## src/rtl/pkg_dumper.sv

```systemverilog
// pkg_dumper: dumper FSM states and the separator characters it emits.
package pkg_dumper;
    typedef enum logic [2:0] {IDLE, FETCH, WAIT, HI, LO, SEP, DONE} dumper_state_t;
    localparam logic [7:0] ASCII_SP = 8'h20;
    localparam logic [7:0] ASCII_LF = 8'h0A;
endpackage

```

## src/rtl/pkg_ram.sv

```systemverilog
// pkg_ram: RAM port operation and access-size types shared by all RAM masters.
package pkg_ram;
    typedef enum logic {RAM_FETCH, RAM_STORE} ram_op_t;
    typedef enum logic [1:0] {RAM_BYTE, RAM_HALF, RAM_WORD} ram_size_t;
endpackage

```

## src/rtl/hex_ascii.sv

```systemverilog
// hex_ascii: one hex nibble to its uppercase ASCII digit.
module hex_ascii (
    input  logic [3:0] nibble,
    output logic [7:0] ascii
);
    assign ascii = nibble < 4'd10 ? {4'h3, nibble} : 8'h37 + {4'h0, nibble};
endmodule

```

## src/rtl/dev_dumper.sv

```systemverilog
// dev_dumper: streams a RAM region to the tx pipe as hex text, three characters per byte.
module dev_dumper
    import pkg_ram::*;
    import pkg_dumper::*;
#(
    parameter int BYTES_PER_LINE = 16
) (
    input  logic        clk,
    input  logic        rst,
    input  logic        start,
    input  logic [15:0] start_addr,
    input  logic [15:0] len,
    output logic        busy,
    output logic        done,
    output logic [15:0] ram_addr,
    output ram_op_t     ram_op,
    output ram_size_t   ram_size,
    input  logic [7:0]  ram_data_out,
    output logic [7:0]  tx_data_in,
    output logic        tx_push_back,
    input  logic        tx_full
);
    dumper_state_t state, state_nx;
    logic [15:0] addr, remaining;
    logic [7:0] col, byte_q, hex_ch, ch;
    logic [3:0] nib;
    logic last, eol, push_ok, push;
    assign last = remaining == 16'd1;
    assign eol = last || col == 8'(BYTES_PER_LINE - 1);
    // tx_push_back doubles as the "pushed last cycle" flag that spaces pushes apart
    assign push_ok = !tx_full && !tx_push_back;
    assign push = push_ok && state inside {HI, LO, SEP};
    assign ram_addr = addr;
    assign ram_op = RAM_FETCH;
    assign ram_size = RAM_BYTE;
    assign busy = state inside {FETCH, WAIT, HI, LO, SEP};
    assign done = state == DONE;
    assign nib = state == HI ? byte_q[7:4] : byte_q[3:0];
    assign ch = state == SEP ? (eol ? ASCII_LF : ASCII_SP) : hex_ch;
    hex_ascii u_hex (
        .nibble(nib),
        .ascii(hex_ch)
    );
    always_comb begin
        state_nx = state;
        case (state)
            IDLE:    if (start) state_nx = len == 16'd0 ? DONE : FETCH;
            FETCH:   state_nx = WAIT;
            WAIT:    state_nx = HI;
            HI:      if (push_ok) state_nx = LO;
            LO:      if (push_ok) state_nx = SEP;
            SEP:     if (push_ok) state_nx = last ? DONE : FETCH;
            default: state_nx = IDLE;
        endcase
    end
    always_ff @(posedge clk) begin
        if (rst) begin
            state <= IDLE;
            addr <= '0;
            remaining <= '0;
            col <= '0;
            byte_q <= '0;
            tx_push_back <= 1'b0;
            tx_data_in <= '0;
        end else begin
            state <= state_nx;
            tx_push_back <= push;
            if (push) tx_data_in <= ch;
            if (state == IDLE && start) begin
                addr <= start_addr;
                remaining <= len;
                col <= '0;
            end
            if (state == WAIT) byte_q <= ram_data_out;
            if (state == SEP && push_ok) begin
                addr <= addr + 16'd1;
                remaining <= remaining - 16'd1;
                col <= eol ? 8'd0 : col + 8'd1;
            end
        end
    end
endmodule

```

## config.mk

```make
export PLATFORM = sky130hd
export DESIGN_NAME = dev_dumper
export DESIGN_NICKNAME = d
export VERILOG_FILES = /design/src/rtl/pkg_dumper.sv /design/src/rtl/pkg_ram.sv /design/src/rtl/hex_ascii.sv /design/src/rtl/dev_dumper.sv
export SDC_FILE = /design/constraint.sdc
export NUM_CORES = 1
export LEC_CHECK = 0
export CAP_MARGIN = 20
export CELL_PAD_IN_SITES_DETAIL_PLACEMENT = 2
export CELL_PAD_IN_SITES_GLOBAL_PLACEMENT = 2
export CORE_MARGIN = 5
export CORE_UTILIZATION = 32
export CTS_CLUSTER_DIAMETER = 120
export CTS_CLUSTER_SIZE = 40
export DETAILED_ROUTE_END_ITERATION = 12
export PLACE_DENSITY_LB_ADDON = 0.1
export REMOVE_ABC_BUFFERS = 1
export SYNTH_ARGS = -nofsm -noshare
export SYNTH_HDL_FRONTEND = slang
export SYNTH_HIERARCHICAL = 1
export SYNTH_SLANG_ARGS = --single-unit
export TNS_END_PERCENT = 50
```

## constraint.sdc

```tcl
create_clock -name clk -period 5.1 [get_ports clk]
set_input_delay 1.02 -clock clk [delete_from_list [all_inputs] [get_ports clk]]
set_output_delay 1.02 -clock clk [all_outputs]
set_load 0.02 [all_outputs]
```

=== Yosys cells after proc, flatten, opt, wreduce, memory -nomap -nowiden ===
Cells that the tools add are included.

* Output and inout bits: 30
* Input bits: 44
* Flip-flop bits (word level): 60
* Word-level logic and storage cells: 55

* Eq/ne operators: 12
* Reductions and logical operators: 13
* Mux-type cells: 18
* $lt $le $gt $ge: 1
* Add/subtract/negate cells: 4

{| class="wikitable"
|+ Operators with widths
! kind !! count
|-
| 16-bit 2-to-1 mux || 4
|-
| 8-bit 2-to-1 mux || 5
|-
| 3-bit 2-to-1 mux || 6
|-
| 3-bit one-hot mux with 6 select lines || 1
|-
| 16-bit by 1-bit adder with 16-bit output, second input constant || 1
|-
| 16-bit by 1-bit equality test with 1-bit output, second input constant || 1
|-
| 16-bit logical NOT || 1
|-
| 16-bit by 1-bit subtractor with 16-bit output, second input constant || 1
|-
| 3-bit equality test, second input constant || 3
|-
| 8-bit by 1-bit adder with 8-bit output, second input constant || 1
|-
| 8-bit by 4-bit equality test with 1-bit output, second input constant || 1
|-
| 2-bit != test, second input constant || 4
|-
| 6-bit by 4-bit adder with 7-bit output, first input constant || 1
|-
| 3-bit by 2-bit equality test with 1-bit output, second input constant || 2
|-
| 6-bit 2-to-1 mux || 1
|-
| 5-bit nonzero test || 1
|-
| 1-bit logical AND || 4
|-
| 4-bit less-than comparator, second input constant || 1
|-
| 4-bit 2-to-1 mux || 1
|-
| 4-bit AND reduction || 1
|-
| 3-bit by 1-bit equality test with 1-bit output, second input constant || 1
|-
| 3-bit logical NOT || 1
|-
| 3-bit nonzero test || 1
|-
| 1-bit logical NOT || 2
|-
| other kinds (2) || 2
|}

=== Depth between registers and ports, before layout ===
Gate-level depths: netlist of run 1.

* Depth in word-level cells: 5
* Gate-level depth with buffers: 9
* Mapped depth without buffers: 8

=== Modules after synthesis ===
Netlist of run 1, hierarchy kept.

{| class="wikitable"
|+ By module, submodules not included
! module !! times used !! area an instance (um^2) !! seq. area each (um^2) !! cells each
|-
| dev_dumper || 1 || 3,246.9 || 1,201.2 || 394
|-
| hex_ascii || 1 || 105.1 || 0.0 || 16
|}

=== Least setup slack after synthesis of run 1 ===
Ideal clock, no wire load.

* Path type: input to register
* Start point: input tx_full
* End point: register col[6]
* Cell stages on the path: 5
* Data required time: 5,026 ps
* Library setup time: 74 ps
* Setup slack: 2,692 ps
* Data arrival time: 2,334 ps
* Path buffers: 1
* Cell sequence: or2_2 clkbuf_1 a211oi_1 or4b_1 a31oi_1

* Longest elaborated chain between the ends: 4
* Elaborated cells on any way between the ends: 5
* Those cells by class: mux (1); reduce/logical (4)

{| class="wikitable"
|+ RTL lines
! item !! line !! RTL
|-
| start: declaration || dev_dumper.sv:21 || <nowiki>input logic tx_full</nowiki>
|-
| 1-bit logical NOT * || dev_dumper.sv:31 || <nowiki>assign push_ok = !tx_full && !tx_push_back;</nowiki>
|-
| 1-bit logical AND * || dev_dumper.sv:31 ||
|-
| 1-bit logical AND * || dev_dumper.sv:75 || <nowiki>if (state == SEP && push_ok) begin</nowiki>
|-
| 8-bit 2-to-1 mux / 2-bit nonzero test (equally long branches) || n/a ||
|-
| end signal: assignment || dev_dumper.sv:78 || <nowiki>col <= eol ? 8'd0 : col + 8'd1;</nowiki>
|-
| end: declaration || dev_dumper.sv:25 || <nowiki>logic [7:0] col, byte_q, hex_ch, ch;</nowiki>
|}

Every way passes the cells marked *; elsewhere a longest branch is shown, timed or not.
A chain may end at the register's enable or synchronous reset.

=== Worst setup path after layout of run 1 ===
* Start point: input tx_full
* End point: register remaining[11]

* Longest elaborated chain between the ends: 4
* Elaborated cells on any way between the ends: 5
* Those cells by class: mux (1); reduce/logical (4)

{| class="wikitable"
|+ RTL lines
! item !! line !! RTL
|-
| 1-bit logical NOT * || dev_dumper.sv:31 ||
|-
| 1-bit logical AND * || dev_dumper.sv:31 ||
|-
| 1-bit logical AND * || dev_dumper.sv:75 ||
|-
| 16-bit 2-to-1 mux / 2-bit nonzero test (equally long branches) || n/a ||
|-
| end signal: assignment || dev_dumper.sv:71 || <nowiki>remaining <= len;</nowiki>
|-
| end signal: assignment || dev_dumper.sv:77 || <nowiki>remaining <= remaining - 16'd1;</nowiki>
|-
| end: declaration || dev_dumper.sv:24 || <nowiki>logic [15:0] addr, remaining;</nowiki>
|}

Marks and branches as above.

==> results of run 1 <==
-- layout by cell type, fill, tap and decap left out, types with 5 or more instances in the layout --
cell type                         netlist  routed
sky130_fd_sc_hd__nor2_1                28      28
sky130_fd_sc_hd__clkbuf_8               0       9
sky130_fd_sc_hd__nor4_1                 9       9
sky130_fd_sc_hd__nand2_1               41      41
sky130_fd_sc_hd__dfxtp_1               60      60
sky130_fd_sc_hd__a21oi_1               25      25
sky130_fd_sc_hd__a311oi_1               6       6
sky130_fd_sc_hd__nand4_1               10      10
sky130_fd_sc_hd__a31oi_1               18      18
sky130_fd_sc_hd__clkdlybuf4s50_1        0      69
sky130_fd_sc_hd__or3_1                  7       7
sky130_fd_sc_hd__o21ai_0                7       7
sky130_fd_sc_hd__nor3_1                11      11
sky130_fd_sc_hd__and3_1                10      10
sky130_fd_sc_hd__inv_1                  9       9
sky130_fd_sc_hd__a211oi_1               8       8
sky130_fd_sc_hd__mux2i_1                9       9
sky130_fd_sc_hd__nand3_1               21      21
sky130_fd_sc_hd__mux2_2                 6       6
sky130_fd_sc_hd__o211ai_1               9       9
sky130_fd_sc_hd__ha_1                   5       5
-- metrics by stage --
step / area (µm²) / util / power [µW] / cells
2_1_floorplan: 3230 / - / 946 / 382
3_3_place_gp: 4130 / 0.401 / 1170 / 591
3_5_place_dp: 4130 / 0.401 / 1190 / 591
4_1_cts: 4290 / 0.418 / 1580 / 607
5_1_grt: 4300 / 0.418 / 1660 / 608
6_report: 4300 / 0.418 / 1560 / 608
-- sequential cells by signal (all words and copies together) (netlist names) --
signal / cells
tx_data_in: 8
byte_q: 8
remaining: 16
ram_addr: 16
state: 3
tx_push_back: 1
col: 8
-- cell type report --
type,instances,area [µm²]
clock buffer,9,124
clock inverter,7,43.8
fill,1188,5980
inverter,9,33.8
multi-input combinational,313,2000
sequential,60,1200
tap,136,170
timing repair buffer,74,726
-- power by group --
part / internal (µW) / total, µW / switching, µW / leakage, µW
logic: 239 / 553 / 314 / 0.000885
clock network: 173 / 375 / 202 / 0.0000848
registers: 534 / 632 / 97.5 / 0.000490
-- metal layers --
metal | global-route usage | share of wire | up-vias
met4 | 0.0393 | 0.011 | 0
met1 | 0.232 | 0.45 | 1712
met5 | 0 | 0 | -
met2 | 0.343 | 0.51 | 63
met3 | 0.0442 | 0.032 | 10
li1 | - | - | 1670
-- worst min-delay path, stage by stage, from the launching register on --
cell                      delay (ns)
sky130_fd_sc_hd__dfxtp_1        0.31
sky130_fd_sc_hd__nand2_1        0.05
sky130_fd_sc_hd__a21oi_1        0.05
-- final timing paths --
path | start | endpoint | cells after the start
worst max-delay path | tx_full | remaining[11] | 5
worst min-delay path | tx_data_in[1] | tx_data_in[1] | 2
worst max register to register | state[2] | ram_addr[14] | 4
worst min register to register | tx_data_in[1] | tx_data_in[1] | 2
-- cell families (layout without fill, tap and decap cells) --
| family | after synthesis | count (layout) | share of synthesized area |
|---|---|---|---|
| simple gates | 176 | 176 | 0.290 |
| compound gates | 111 | 111 | 0.228 |
| flops | 60 | 60 | 0.358 |
| buf+inv | 39 | 99 | 0.0493 |
| mux | 16 | 16 | 0.0504 |
| fa+ha+maj | 5 | 5 | 0.0187 |
| other cells | 2 | 4 | 0.00224 |
| xor+xnor | 1 | 1 | 0.00261 |
==> results.md, run 1 <==
- TritonCTS buffer count: 9
- Part of the Yosys area used for sequential elements: 0.358
- Number of enable flip-flop cells after synthesis: 0
- Antenna diode count: 0
- Fraction of synthesis flops using an asynchronous set or reset pin: 0
- Post-route worst setup slack: 2.13 ns
- Count of final hold-check violations: 0
- Pwr/cell area: 363 nW/µm²
- Avg Inst Size Synth: 8.18 µm²
- Floorplan die width: 112 µm
- Setup repair after global routing missed its margin: no
- Outcome: completed
- Initial Utilization: 0.326
- CP max-delay cell: sky130_fd_sc_hd__nor2_1
- Sinks on Clock Net: 60
- Vias per inst: 5.68
- Maximum resistive drop on vdd: 130 µV
- Clock-pin slew on the worst setup and hold paths: 0.07 ns
- Post-synth top cells: sky130_fd_sc_hd__dfxtp_1 (60), sky130_fd_sc_hd__nand2_1 (41), sky130_fd_sc_hd__nor2_1 (28), sky130_fd_sc_hd__a21oi_1 (25), sky130_fd_sc_hd__clkbuf_1 (23)
- Synthesized flop and latch total: 60
- CTS tree: built
- Master cell of the clock root buffer: sky130_fd_sc_hd__clkbuf_8
- Max-Cap Viols: 0
- Core Rows: 37
- Die height: 112 µm
- First-pass iteration count of the detailed router: 4
- Core ar.: 10300 µm²
- Endpoint arrival time on the critical path: 3.15 ns
- Period utilization: 0.582
- Maximum clock frequency: 337 MHz
- Clock Skew: 0.00767 ns
- Detailed-route DRC error count: 0
- Synth area leaders: sky130_fd_sc_hd__dfxtp_1 (36%), sky130_fd_sc_hd__nand2_1 (4.6%), sky130_fd_sc_hd__a21oi_1 (3.7%)
- Hold crit path type: reg2reg
- Buffers inserted during post-CTS setup optimization: 0
- Placed wire-length estimate: 8560 µm
- CP Launch Type: primary input
- Post-synthesis cell count: 410
- Synth Cell Area: 3350 µm²
- WL/cell: 19.5 µm
- Number of global-route vias before repair: 3789
- Overall routed net length: 11900 µm
- Overall track demand over capacity in global routing: 0.191
- Cell type with the highest aggregate area in the netlist: sky130_fd_sc_hd__dfxtp_1
- Yosys warning count: 6
- Worst Path Class, Setup: in2reg
- Maximum buffer depth of the clock tree: 2
- Count of final max-slew check failures: 0
- Initial DRC Count: 111
- Period minus WS final: 2.97 ns
- Wire length of the first global-routing pass: 19800 µm
- Number of failing setup endpoints in the final timing report: 0
- Max H-tree Level: 3
- WP buf/inv: 1
- Total negative slack for setup checks: 0 ns
- Most used flip-flop cell after synthesis: sky130_fd_sc_hd__dfxtp_1
- Worst setup slack before clock tree synthesis: 1.77 ns
- Clock latency at the later pin of the worst-skew pair: 0.34 ns
- Register-to-register setup slack: 2.35 ns
- Die area: 12600 µm²
- Highest net fanout along the worst path: 11
- Post-cts gate resize count: 0
- P_leak: 0.00146 µW
- Slew at the pin with the worst max-slew slack: 0.792 ns
- Worst setup EP type: flip-flop
- Worst path cell trace: clkdlybuf4s50_1 > nor2_1 > nand3_1 > o311ai_0 > a31oi_1
- Data required time at the worst endpoint: 5.29 ns
- Share of final-layout standard cells stronger than drive strength 1: 0.0826
- Number of distinct standard cells referenced by the synthesized netlist: 62
- Area growth from synthesis to layout: 28.3%
- Relative slew slack: 0.467
- Hold Worst Slack: 0.466 ns
- Family with the most delay on the worst path: simple AND/OR/NAND/NOR gates
- Maximum number of pins on one net before global-route repair: 35
- Total via count after detailed routing: 3455
- Top-area cell type share of the netlist area: 0.358
- Post-layout net count: 516
- Hold-fix buffers, CTS: 0
- Routability cong.: 0.774
- Number of ports placed on the die boundary: 74
- Antenna viol nets, final: 0
- CP peak stage delay: 0.57 ns
- Aggregate global routing overflow: 0
- Top-count cell post-synth: sky130_fd_sc_hd__dfxtp_1
- Antenna violations before repair: 0
- Number of I/O port buffers: 70
(Power assumes the default switching activity.)
==> run 2, diff against run 1 <==
Settings changed: CORE_UTILIZATION 32 to 26.
Clock period 5.1 ns to 2.7 ns, I/O delays scaled along.
==> run 2 against run 1 <==
Compared with the run above:
- register-to-register slack worse by 2.1 ns
- clock power increased to 3.3 times the previous value
- clock skew grew 0.00062 ns
- worst hold slack worse by 0.0099 ns
- count of clock-buffer cells in the layout unchanged
- global-route usage is 1.9 points lower
- via count is 2.3% higher
- core utilization fell by 5.2 points
- first-iteration DRC count up 7.2%
- design area rose by 7.5%
- final cell count rose by 8.7%
- combinational power is 97% higher
- critical path type is now reg2out
- highest routed layer unchanged
==> results.md, run 2 (synthesized netlist as in run 1, its figures left out) <==
- Initial Utilization: 0.266 (was 0.326)
- Grt met1 use: 0.211 (was 0.232)
- Number of failing setup endpoints in the final timing report: 0 (unchanged)
- Worst Hold Launch: tx_data_in[7] (was tx_data_in[1])
- Hold Path Depth: 2 (unchanged)
- Relative slew slack: 0.444 (was 0.467)
- Number of filler cells placed in the layout: 1475 (was 1188)
- Area growth from synthesis to layout: 37.9% (was 28.3%)
- Proportion of total power due to net switching: 0.347 (was 0.393)
- CP Launch Type: flip-flop (was primary input)
- Die height: 124 µm (was 112 µm)
- Final Non-Filler Cells: 661 (was 608)
- Total via count after detailed routing: 3533 (was 3455)
- Placed Cells: 645 (was 591)
- Aggregate global routing overflow: 0 (unchanged)
- Placed wire-length estimate: 9060 µm (was 8560 µm)
- Proportion of power drawn by combinational gates: 0.309 (was 0.354)
- Die area: 15300 µm² (was 12600 µm²)
- First-pass iteration count of the detailed router: 4 (unchanged)
- Global Route met3 Usage: 0.0325 (was 0.0442)
- Maximum clock frequency: 401 MHz
- Layer carrying the most global-route usage: met2 (unchanged)
- Initial DRC Count: 119 (was 111)
- Post-cts gate resize count: 0 (unchanged)
- CP max-delay cell: sky130_fd_sc_hd__clkdlybuf4s50_1 (was sky130_fd_sc_hd__nor2_1)
- Post-route worst setup slack: 0.206 ns (was 2.13 ns)
- Highest net fanout along the worst path: 10 (was 11)
- Endpoint arrival time on the critical path: 1.95 ns (was 3.15 ns)
- Number of I/O port buffers: 70 (unchanged)
- Count of final max-slew check failures: 0 (unchanged)
- Detailed-route DRC error count: 0 (unchanged)
- Max H-tree Level: 3 (unchanged)
- Combined area of the multi-input logic cells: 2000 µm² (unchanged)
- Routability cong.: 0.710 (was 0.774)
- Hold crit path type: reg2reg (unchanged)
- Highest-count cells in the layout ignoring fill and taps: sky130_fd_sc_hd__clkdlybuf4s50_1 (69), sky130_fd_sc_hd__dfxtp_1 (60), sky130_fd_sc_hd__nand2_1 (41), sky130_fd_sc_hd__nor2_1 (28), sky130_fd_sc_hd__a21oi_1 (25) (unchanged)
- Vias per inst: 5.34 (was 5.68)
- Most common library cell in the layout ignoring fill and taps: sky130_fd_sc_hd__clkdlybuf4s50_1 (unchanged)
- Worst Path Class, Setup: reg2out (was in2reg)
- Maximum buffer depth of the clock tree: 2 (unchanged)
- Share of power burned in the clock network: 0.353 (was 0.240)
- Cell-internal power: 2300 µW (was 947 µW)
- Register-to-register setup slack: 0.27 ns (was 2.35 ns)
- RR Startpoint: state[0] (was state[2])
- Buffers inserted during post-CTS setup optimization: 0 (unchanged)
- Slew at the pin with the worst max-slew slack: 0.835 ns (was 0.792 ns)
- P_leak: 0.00161 µW (was 0.00146 µW)
- Core ar.: 12600 µm² (was 10300 µm²)
- Final Total Pwr: 3520 µW (was 1560 µW)
- Clock Skew: 0.00829 ns (was 0.00767 ns)
- Worst setup EP type: primary output (was flip-flop)
- Hold Crit Endpoint: tx_data_in[7] (was tx_data_in[1])
- Clock latency at the later pin of the worst-skew pair: 0.33 ns (was 0.34 ns)
- Overall track demand over capacity in global routing: 0.171 (was 0.191)
- Antenna violations before repair: 0 (unchanged)
- Share of final-layout standard cells stronger than drive strength 1: 0.115 (was 0.0826)
- Period minus WS final: 2.49 ns
- GRT met2 Usage: 0.296 (was 0.343)
- Post-layout net count: 533 (was 516)
- Antenna diode count: 0 (unchanged)
- Period utilization: 0.924
- Net load switching power: 1220 µW (was 613 µW)
- Data required time at the worst endpoint: 2.16 ns (was 5.29 ns)
- Outcome: completed (unchanged)
- WL/cell: 18.8 µm (was 19.5 µm)
- Pwr/cell area: 762 nW/µm² (was 363 nW/µm²)
- Worst setup slack before clock tree synthesis: 0.0676 ns (was 1.77 ns)
- Floorplan die width: 124 µm (was 112 µm)
- Maximum number of pins on one net before global-route repair: 38 (was 35)
- R2r endpoint: ram_addr[9] (was ram_addr[14])
- Core Rows: 41 (was 37)
- Overall routed net length: 12400 µm (was 11900 µm)
- Number of cells on the worst reg-to-reg path: 4 (unchanged)
- Wire length of the first global-routing pass: 20400 µm (was 19800 µm)
- Max-Cap Viols: 0 (unchanged)
- Antenna viol nets, final: 0 (unchanged)
- Setup repair after global routing missed its margin: no (unchanged)
- Number of ports placed on the die boundary: 74 (unchanged)
- Sequential standard cell area: 1200 µm² (unchanged)
- CP peak stage delay: 0.64 ns (was 0.57 ns)
- Worst path cell trace: buf_4 > nor3_1 > a21oi_1 > clkdlybuf4s50_1 (was clkdlybuf4s50_1 > nor2_1 > nand3_1 > o311ai_0 > a31oi_1)
- Count of final hold-check violations: 0 (unchanged)
- CTS tree: built (unchanged)
- Total negative slack for setup checks: 0 ns (unchanged)
- Hold-fix buffers, CTS: 0 (unchanged)
- Share of total power in sequential cells: 0.338 (was 0.405)
- Master cell of the clock root buffer: sky130_fd_sc_hd__clkbuf_16 (was sky130_fd_sc_hd__clkbuf_8)
- Number of global-route vias before repair: 3976 (was 3789)
- Sinks on Clock Net: 60 (unchanged)
- TritonCTS buffer count: 9 (unchanged)
- Hold Worst Slack: 0.456 ns (was 0.466 ns)
- Clock-pin slew on the worst setup and hold paths: 0.06 ns (was 0.07 ns)
- Maximum resistive drop on vdd: 233 µV (was 130 µV)
## run 2: cell count changes in the layout (fill, tap and decap cells not counted)
cell,before,now
sky130_fd_sc_hd__buf_4,4,21
sky130_fd_sc_hd__bufinv_16,0,2
sky130_fd_sc_hd__clkbuf_16,0,9
sky130_fd_sc_hd__clkbuf_8,9,0
sky130_fd_sc_hd__clkinv_2,4,3
sky130_fd_sc_hd__clkinvlp_4,2,1
## run 2: worst max-delay path by stage
stage | depth (start not counted) | slack [ns] | from | to
after global placement | 6 | 0.20 | start | ram_addr[12]
after CTS | 4 | 0.22 | state[2] | busy
after floorplan | 4 | -0.23 | start | ram_addr[5]
after detailed placement | 5 | 0.07 | tx_full | ram_addr[9]
after global routing | 4 | 0.11 | state[0] | ram_addr[9]
final | 4 | 0.21 | state[2] | busy
## run 2: per-stage QoR
step	utilization	cell area [µm²]
after floorplan	-	3230
after global placement	0.341	4310
after detailed placement	0.341	4310
after CTS	0.366	4620
after global routing	0.366	4620
final	0.366	4620
## run 2: power groups by stage
stage / clock network, µW / logic, µW / registers (µW)
2_1_floorplan: 0 / 567 / 1220
3_3_place_gp: 0 / 1070 / 1200
3_5_place_dp: 0 / 1100 / 1200
4_1_cts: 1280 / 1110 / 1190
5_1_grt: 1310 / 1200 / 1220
6_report: 1240 / 1090 / 1190
## run 2: per-layer routing
| metal | part of all wire | wire length [µm] |
|---|---|---|
| met1 | 0.46 | 5730 |
| met2 | 0.50 | 6150 |
| met3 | 0.027 | 333 |
| met4 | 0.015 | 184 |
| met5 | 0 | 0 |
## run 2: cell type report
type / instances / share of cell area
clock buffer: 9 / 0.0487
multi-input combinational: 313 / 0.433
clock inverter: 7 / 0.0198
sequential: 60 / 0.260
timing repair buffer: 91 / 0.185
tap: 172 / 0.0466
inverter: 9 / 0.00731
## run 2: worst max-delay path: cells and delay by family, from the launching register on
family	cells	cell delay [ns]
flip-flops	1	0.56
AND/OR/NAND/NOR	1	0.05
AO/OA/AOI/OAI	1	0.16
buffers and inverters	2	0.86
